`src/rtl/shift_cmd_queue.sv`:
```
// shift_cmd_queue
//   First-word-fall-through command FIFO that feeds the 8-bit right barrel
//   shifter. Each entry is a {data, shift amount} pair. The head entry is
//   always visible on m_data/m_shift while m_valid is high. When the queue is
//   empty, these outputs are forced to zero.
//
// Parameters
//   DATA_W  : data word width (shifter data input)
//   SHIFT_W : shift amount width (shifter shift input)
//   DEPTH   : number of entries; must be a power of two and at least 2
//
// Ports
//   clk, rst                 : clock, synchronous active-high reset
//   s_valid/s_ready          : producer handshake
//   s_data/s_shift           : incoming command
//   m_valid/m_ready          : consumer handshake
//   m_data/m_shift           : head command, presented combinationally
//   count/full/empty         : occupancy status
//   drop_err                 : present only when SHIFT_CMD_QUEUE_ERR_EN is
//                              defined. Sticky flag that sets when the
//                              producer offers a command while the queue is
//                              full. Only rst clears it.
module shift_cmd_queue #(
  parameter int DATA_W  = 8,
  parameter int SHIFT_W = 3,
  parameter int DEPTH   = 4
) (
  input  logic                       clk,
  input  logic                       rst,
  input  logic                       s_valid,
  output logic                       s_ready,
  input  logic [DATA_W-1:0]          s_data,
  input  logic [SHIFT_W-1:0]         s_shift,
  output logic                       m_valid,
  input  logic                       m_ready,
  output logic [DATA_W-1:0]          m_data,
  output logic [SHIFT_W-1:0]         m_shift,
  output logic [$clog2(DEPTH):0]     count,
  output logic                       full,
  output logic                       empty
`ifdef SHIFT_CMD_QUEUE_ERR_EN
  ,
  output logic                       drop_err
`endif
);

  localparam int PTR_W = $clog2(DEPTH);
  localparam int CNT_W = PTR_W + 1;
  localparam logic [CNT_W-1:0] FULL_CNT = CNT_W'(DEPTH);

  logic [DATA_W-1:0]  data_mem  [DEPTH];
  logic [SHIFT_W-1:0] shift_mem [DEPTH];

  logic [PTR_W-1:0] wr_ptr;
  logic [PTR_W-1:0] rd_ptr;
  logic [CNT_W-1:0] cnt;

  logic push;
  logic pop;

  assign empty   = (cnt == '0);
  assign full    = (cnt == FULL_CNT);
  assign count   = cnt;
  // Gating s_ready with rst keeps the reset edge from accepting a command.
  assign s_ready = !full && !rst;
  assign m_valid = !empty;
  assign push    = s_valid && s_ready;
  assign pop     = m_valid && m_ready;

  // Head is read straight from storage, so a push into an empty queue is visible one cycle later.
  assign m_data  = empty ? '0 : data_mem[rd_ptr];
  assign m_shift = empty ? '0 : shift_mem[rd_ptr];

  // Control state: pointers wrap naturally because DEPTH is a power of two.
  always_ff @(posedge clk) begin
    if (rst) begin
      wr_ptr <= '0;
      rd_ptr <= '0;
      cnt    <= '0;
    end else begin
      if (push) wr_ptr <= wr_ptr + 1'b1;
      if (pop)  rd_ptr <= rd_ptr + 1'b1;
      case ({push, pop})
        2'b10:   cnt <= cnt + 1'b1;
        2'b01:   cnt <= cnt - 1'b1;
        default: cnt <= cnt;
      endcase
    end
  end

  // Entry storage: not reset, because only occupied slots are ever observed.
  always_ff @(posedge clk) begin
    if (push) begin
      data_mem[wr_ptr]  <= s_data;
      shift_mem[wr_ptr] <= s_shift;
    end
  end

`ifdef SHIFT_CMD_QUEUE_ERR_EN
  always_ff @(posedge clk) begin
    if (rst) begin
      drop_err <= 1'b0;
    end else if (s_valid && full) begin
      drop_err <= 1'b1;
    end
  end
`endif

endmodule

```
`config.mk`:
```
export PLATFORM = sky130hd
export DESIGN_NAME = shift_cmd_queue
export DESIGN_NICKNAME = d
export VERILOG_FILES = /design/src/rtl/shift_cmd_queue.sv
export SDC_FILE = /design/constraint.sdc
export NUM_CORES = 1
export LEC_CHECK = 0
export ABC_AREA = 1
export CAP_MARGIN = 20
export CELL_PAD_IN_SITES_DETAIL_PLACEMENT = 0
export CELL_PAD_IN_SITES_GLOBAL_PLACEMENT = 1
export CORE_MARGIN = 2
export CORE_UTILIZATION = 42
export CTS_CLUSTER_SIZE = 40
export DETAILED_ROUTE_END_ITERATION = 16
export PLACE_DENSITY = 0.82
export SLEW_MARGIN = 10
export SYNTH_ARGS = -nofsm -noshare
export SYNTH_HDL_FRONTEND = slang
export SYNTH_SLANG_ARGS = --single-unit
```
`constraint.sdc`:
```
create_clock -name clk -period 2.2 [get_ports clk]
set_input_delay 0.33 -clock clk [delete_from_list [all_inputs] [get_ports clk]]
set_output_delay 0.33 -clock clk [all_outputs]
set_load 0.02 [all_outputs]
```
# --- After elaboration in Yosys (flattened, before gate mapping) ---
# Memories as Yosys holds them, arrays and structs flattened. A register that Yosys moved wholly into a read port is not among the register bits.
# Cells that the tools add are included.
op_classes:
  addsub: 4
  n_eq_ne: 3
  n_mux: 9
  n_reduce_logical: 8
op_table:
  columns: ["op", "n"]
  rows:
  - ["2-bit 2-to-1 mux", 4]
  - ["8-bit 2-to-1 mux", 1]
  - ["3-bit one-hot mux with 2 select lines", 1]
  - ["2-bit by 1-bit adder with 2-bit output (second input constant)", 2]
  - ["3-bit by 1-bit adder with 3-bit output (second input constant)", 1]
  - ["3-bit == test (second input constant)", 1]
  - ["1-bit logical AND", 3]
  - ["1-bit zero test", 3]
  - ["3-bit zero test", 1]
  - ["3-bit 2-to-1 mux", 1]
  - ["3-bit by 1-bit subtractor with 3-bit output (second input constant)", 1]
  - ["2-bit by 1-bit == test with 1-bit output (second input constant)", 1]
  - ["2-bit == test (second input constant)", 1]
  - ["1-bit 2-to-1 mux", 2]
  - ["2-bit nonzero test", 1]
word_totals:
  reg_bits: 7
  mem_bits_rw: 44
  inputBits: 15
  out_inout_bits: 18
  memories: 2
mem_list:
  columns: ["name", "depth", "word_bits", "rd", "rd_ports_with_merged_regs", "wr", "line_no", "text"]
  rows:
  - ["data_mem", 4, 8, 1, 1, 1, "51", "logic [DATA_W-1:0] data_mem [DEPTH];"]
  - ["shift_mem", 4, 3, 1, 1, 1, "52", "logic [SHIFT_W-1:0] shift_mem [DEPTH];"]

# --- Longest topological paths before layout ---
# Gate-level depths: netlist of the first run.
logic_depth:
  depth_word: 6
  ltp_mapped: 13
  mapped_depth_nobuf: 13

# --- Least setup slack after synthesis of the first run ---
# No wires, ideal clock.
synth_path:
  kind: "reg2reg"
  from: "register cnt[1] (netlist: count[1])"
  to: "register cnt[2] (netlist: count[2])"
  arrival_ns: 1.844
  setup_slack_ns: 0.243
  path_stages_with_launch: 14
  period_less_slack_ns: 1.957
  cell_sequence: "dfxtp_1 nor2_1 nand2_1 nand2_1 inv_1 ha_1 inv_1 fa_1 inv_1 nand2_1 nand3_1 nand2_1 nand2_1 nor2_1"
synth_rtl:
  columns: ["item", "line_no", "text"]
  rows:
  - ["start: declaration", "56", "logic [CNT_W-1:0] cnt;"]
  - ["start signal: assignment", "84", "2'b10: cnt <= cnt + 1'b1;"]
  - ["start signal: assignment", "85", "2'b01: cnt <= cnt - 1'b1;"]
  - ["start signal: assignment", "86", "default: cnt <= cnt;"]
  - ["3-bit zero test *", "61", "assign empty = (cnt == '0);"]
  - ["1-bit zero test *", "66", "assign m_valid = !empty;"]
  - ["named net m_valid", "34", "output logic m_valid,"]
  - ["1-bit logical AND *", "68", "assign pop = m_valid && m_ready;"]
  - ["named net pop", "59", "logic pop;"]
  - ["2-bit by 1-bit == test with 1-bit output or 2-bit == test (tied branches)", "83", "case ({push, pop})"]
  - ["3-bit one-hot mux with 2 select lines or 2-bit nonzero test (tied branches)", null, null]
# The timed path passes the listed nets; every way through them passes the cells marked *.
# A chain may end at the register's enable or synchronous reset.

# --- Final worst setup path of the first run ---
layout_path:
  from: "register cnt[1] (netlist: count[1])"
  to: "output port empty"
layout_between:
  elab_chain_len: 1
layout_lines:
  columns: ["item", "line_no", "text"]
  rows:
  - ["3-bit zero test", "61", null]
  - ["end: declaration", "40", "output logic empty"]
# Every way passes these cells.

==> reports/results.tsv, run 1 <==
metric	value	unit
status	completed	
PortBufs	32	
Hold Crit Depth	2	
post-synth top area share	60.0	%
Post-DP HPWL	2620	um
fraction of layout cells with a size suffix above 1	9.20	%
CTS Sinks	53	
IO Count	33	
fin crit period	2.09	ns
HP Start	wr_ptr[1]$_SDFFE_PP0P_	
Pleak	1.08	nW
Worst Path Arrival	1.76	ns
final core utilization	55.0	%
Final period util	94.8	%
met1 WL	1780	um
Pwr Density	1120	mW/mm2
flop2flop setup slack	0.26	ns
DRC Markers	0	
Worst IR Drop VDD	0.666	mV
Synthesized Nets	223	
Mapped Area	0.00220	mm2
Fin Hold WS	0.515	ns
Crit Path Max Fanout	6	
Hold Crit Class	register to register	
total grt overflow	0	
synth warn	0	
vias after detailed routing	1464	
Post-Syn Instances	202	
syn avg cell area	10.9	um2
Yosys cell types	17	
Inserted Clock Buffers	5	
Yosys top cell by area	edfxtp_1	
Vias/cell	4.58	
H-tree depth reported by CTS	2	
Fmax	0.479	GHz
clock transition at the registers of the reported paths	0.09	ns
die height	76.4	um
Final nets	270	
floorplan row count	26	
RR Startpoint	count[1]$_SDFFE_PP0P_	
CTS tree	done	
Synth area leaders	edfxtp_1 (60%), nor2_1 (9.0%), dfxtp_1 (8.2%)	
unrepaired setup endpoints after global routing	no	
antenna cells	0	
DRT iter0 DRCs	90	
Yosys reg bits	53	
Crit Path Class	register to output pin	
hold buffer count at cts	0	
Max-slew headroom	70.1	%
global-route wire length before repair	6720	um
Clk Latency, worst-skew pair	0.30	ns
Max Used Layer	met4	
Setup crit start kind	register	
R2R Path End	count[2]$_SDFFE_PP0P_	
Worst setup EP type	output pin	
pins over their slew limit	0	
synthesis-to-finish area growth	26.6	%
GRT Total Usage	15.0	%
Root Driver	clkbuf_8	
Die W	76.4	um
initial antenna violation count	0	
Max clock buf depth	2	
worst path required time	1.87	ns
Met3 Routed Length	87	um
Min-Delay Endpoint	wr_ptr[1]$_SDFFE_PP0P_	
Initial Util	43.4	%
final RePlAce weighted congestion	0.797	
max cap viols	0	
WL final	3990	um
Fin Clk Skew	0.00663	ns
cells on worst reg2reg path	14	
TritonRoute pass-1 iters	4	
DIE AREA	0.00584	mm2
Core Region	0.00507	mm2
Met2 Routed Length	2050	um
worst slew pin tran	0.448	ns
Seq/Total Area, Yosys	68.1	%
largest net degree at the start of global routing	17	
total negative slack	0	ns
Wirelength per Cell	12.5	um
number of global-route vias before repair	1428	
Setup Viol. Count Final	0	
Final Hold Fails	0	
Antenna Violating Nets Remaining	0	
worst max path at each step:
stage,start,endpoint,slack (ns),cells past startpoint
global placement,m_ready,count[2]$_SDFFE_PP0P_,0.19,12
finish,count[1]$_SDFFE_PP0P_,empty,0.11,5
floorplan,count[1]$_SDFFE_PP0P_,count[2]$_SDFFE_PP0P_,0.24,13
CTS,count[1]$_SDFFE_PP0P_,m_data[4],0.001,6
global route,register,m_data[3],0.01,6
detailed placement,rst,count[2]$_SDFFE_PP0P_,0.14,12
power breakdown:
part           switching (W)  total [W]  internal (W)
registers          0.0000471    0.00121       0.00117
clock network       0.000294   0.000635      0.000341
logic               0.000744    0.00128      0.000541
total                0.00108    0.00313       0.00205
cell usage after synthesis (all sizes together):
cell type  instances
inv               21
o21ai             24
nand2             15
nand4              1
clkbuf             2
nor2              53
dfxtp              9
buf                5
edfxtp            44
nand3              6
ha                 5
fa                 1
a21oi             16
layout make-up:
cell class | instances | area [um2]
Tap cell | 70 | 87.6
Clock buffer | 6 | 72.6
Timing Repair Buffer | 47 | 433
Clock inverter | 2 | 38.8
Sequential cell | 53 | 1500
Fill cell | 462 | 2280
Inverter | 21 | 82.6
Multi-Input combinational cell | 121 | 574
placed cells by master, fill, tap and decap left out:
cell             count
a21oi_1             16
buf_12               1
buf_4               14
bufinv_16            1
clkbuf_1             1
clkbuf_8             5
clkdlybuf4s15_1      1
clkdlybuf4s50_1     21
clkinv_4             1
clkinvlp_4           1
dfxtp_1              9
dlygate4sd2_1       10
edfxtp_1            44
fa_1                 1
ha_1                 5
inv_1               20
nand2_1             15
nand3_1              6
nand4_1              1
nor2_1              53
o21ai_0             19
o21ai_1              5
per-layer routing:
layer	vias to the layer above	global-route usage (%)
met3	6	2.84
met5	-	0
met2	21	25.6
li1	771	-
met1	666	18.4
met4	0	6.91
cell families after synthesis:
group	after synthesis	share of synthesized area, %
AOI/OAI and AO/OA	40	9.09
adders and majority gates	6	3.75
buffers and inverters	28	5.79
DFF	53	68.1
and+or+nand+nor	75	13.2
per-stage QoR:
step           total power (W)  cells  instance area (um2)  setup slack [ns]
2_1_floorplan          0.00196    202                 2200             0.243
3_3_place_gp           0.00249    309                 2650             0.193
3_5_place_dp           0.00249    309                 2650             0.137
4_1_cts                0.00308    318                 2760           0.00112
5_1_grt                0.00333    320                 2790            0.0139
6_report               0.00313    320                 2790             0.114
worst max-delay path: stages, from the launching register on:
cell	delay, ns
dfxtp_1	0.35
nor2_1	0.16
nand2_1	0.12
clkinvlp_4	0.12
buf_12	0.12
clkdlybuf4s50_1	0.59
repair_timing:
item	CTS	global route
pin swaps	0	0
buffers inserted	1	2
endpoints found under the setup margin	12	4
cloned	0	0
gates resized for setup	13	0
flip-flops by register name, summed over array words and instances, names as in the netlist, named ones only:
name and cells:
data_mem 32, wr_ptr 2, shift_mem 12, rd_ptr 2, count 3
(Power assumes the default switching activity.)
==> inputs of run 2 (changes only) <==
==> constraint.sdc (replaced) <==
create_clock -name clk -period 2.2 [get_ports clk]
set_input_delay 0.22 -clock clk [delete_from_list [all_inputs] [get_ports clk]]
set_output_delay 0.22 -clock clk [all_outputs]
set_load 0.02 [all_outputs]
==> reports/results.tsv, run 2 (synthesis results as in run 1) <==
metric	value	unit	change
total negative slack	0	ns	unchanged
CTS tree	done		
Fmax	0.521	GHz	+8.7%
Initial Util	43.4	%	unchanged
HP Start	rd_ptr[1]$_SDFFE_PP0P_		
# fillers	472		+2.2%
FF/Latch Area	0.00150	mm2	unchanged
fin crit period	1.92	ns	-0.168 ns
register name with the most flops	data_mem		
max cap viols	0		unchanged
synthesis-to-finish area growth	26.9	%	
flop2flop setup slack	0.33	ns	+0.07 ns
Vias/cell	4.72		+3.1%
Max clock buf depth	2		unchanged
antenna cells	0		unchanged
WL final	4140	um	+3.8%
floorplan row count	26		unchanged
Worst Path Arrival	1.70	ns	-0.06 ns
Wirelength per Cell	13.0	um	+4.5%
Crit Path Max Fanout	4		-2
global-route wire length before repair	6700	um	-0.31%
initial antenna violation count	0		unchanged
worst slew pin tran	0.421	ns	-0.0268 ns
Core Region	0.00507	mm2	unchanged
max reg flops	32		unchanged
worst path required time	1.98	ns	+0.11 ns
DIE AREA	0.00584	mm2	unchanged
Fin Clk Skew	0.00514	ns	-0.00149 ns
PortBufs	32		unchanged
Final Hold Fails	0		unchanged
clock transition at the registers of the reported paths	0.09	ns	about the same
Inserted Clock Buffers	5		unchanged
Max-slew headroom	71.9	%	+1.8 points
die height	76.4	um	unchanged
unrepaired setup endpoints after global routing	no		
RR Startpoint	count[1]$_SDFFE_PP0P_		
largest net degree at the start of global routing	19		+2
Final period util	87.2	%	-7.6 points
Setup crit start kind	register		
Pleak	1.17	nW	+8.4%
TritonRoute pass-1 iters	4		unchanged
IO Count	33		unchanged
number of global-route vias before repair	1422		-0.42%
Root Driver	clkbuf_8		
commonest non-fill, non-tap cell in the layout	nor2_1		
hold buffer count at cts	0		unchanged
GRT Total Usage	15.2	%	+0.24 points
Final nets	268		-0.74%
Fin Hold WS	0.510	ns	-0.00484 ns
pins over their slew limit	0		unchanged
H-tree depth reported by CTS	2		unchanged
Final Cell Area	0.00280	mm2	+0.18%
Setup Viol. Count Final	0		unchanged
Multi-input gate area	577	um2	+0.44%
Worst setup EP type	output pin		
Clk Latency, worst-skew pair	0.30	ns	about the same
area of placed instances	0.00265	mm2	-0.28%
Crit. Startpoint	count[1]$_SDFFE_PP0P_		
Crit Path Class	register to output pin		
Pwr Density	1100	mW/mm2	-2.2%
CTS Sinks	53		unchanged
DRC Markers	0		unchanged
total grt overflow	0		unchanged
Power Total	0.00307	W	-2.0%
vias after detailed routing	1500		+2.5%
Die W	76.4	um	unchanged
most frequent cells in the layout	nor2_1 (53), edfxtp_1 (44), inv_1 (20), clkdlybuf4s50_1 (20), o21ai_0 (19)		
fraction of layout cells with a size suffix above 1	9.27	%	+0.074 points
Worst IR Drop VDD	0.535	mV	-20%
status	completed		
Hold Crit Class	register to register		
Post-DP HPWL	2780	um	+6.2%
Antenna Violating Nets Remaining	0		unchanged
final RePlAce weighted congestion	0.813		+1.9%
DRT iter0 DRCs	115		+28%
-- run 2: worst paths after layout --
| path | to | depth (start not counted) |
|---|---|---|
| worst max register to register | count[2]$_SDFFE_PP0P_ | 12 |
| worst min register to register | rd_ptr[1]$_SDFFE_PP0P_ | 2 |
| worst min-delay path | rd_ptr[1]$_SDFFE_PP0P_ | 2 |
| worst max-delay path | s_ready | 5 |
-- run 2: cell type report --
class | count | area share [%]
clock buffer | 5 | 2.46
clock inverter | 3 | 0.895
inverter | 21 | 2.95
multi-input combinational | 121 | 20.6
sequential | 53 | 53.7
tap | 70 | 3.13
timing repair buffer | 45 | 16.2
-- run 2: routing by layer --
metal  vias up  track usage (%)  routed length, um
met2        31             26.1               2100
li1        766                -                  -
met5         -                0                  0
met4         0             6.18                 67
met3         7             4.38                188
met1       696             17.9               1790
-- run 2: repair_timing --
action | CTS | global route
gates resized for setup | 3 | 11
buffers inserted | 2 | 0
setup endpoints to repair | 8 | 10
-- run 2: worst max-delay path, cell delays in order (launching register included) --
cell             delay [ns]
dfxtp_1                0.37
nor2_1                 0.09
nand2_1                0.12
inv_1                  0.06
nor2_1                 0.13
clkdlybuf4s50_1        0.63
-- run 2: where the power goes --
group,switching [W],internal (W),total (W),leakage [nW]
registers,0.0000441,0.00117,0.00121,0.473
logic,0.000759,0.000554,0.00131,0.656
clock network,0.000317,0.000230,0.000547,0.0447
-- run 2: metrics by stage --
| step | util (%) | cells | worst slack [ns] |
|---|---|---|---|
| after floorplan | - | 202 | 0.243 |
| after global placement | 52.1 | 308 | 0.131 |
| after detailed placement | 52.1 | 308 | 0.165 |
| after CTS | 54.5 | 318 | 0.00377 |
| after global routing | 55.1 | 318 | 0.120 |
| final | 55.1 | 318 | 0.281 |
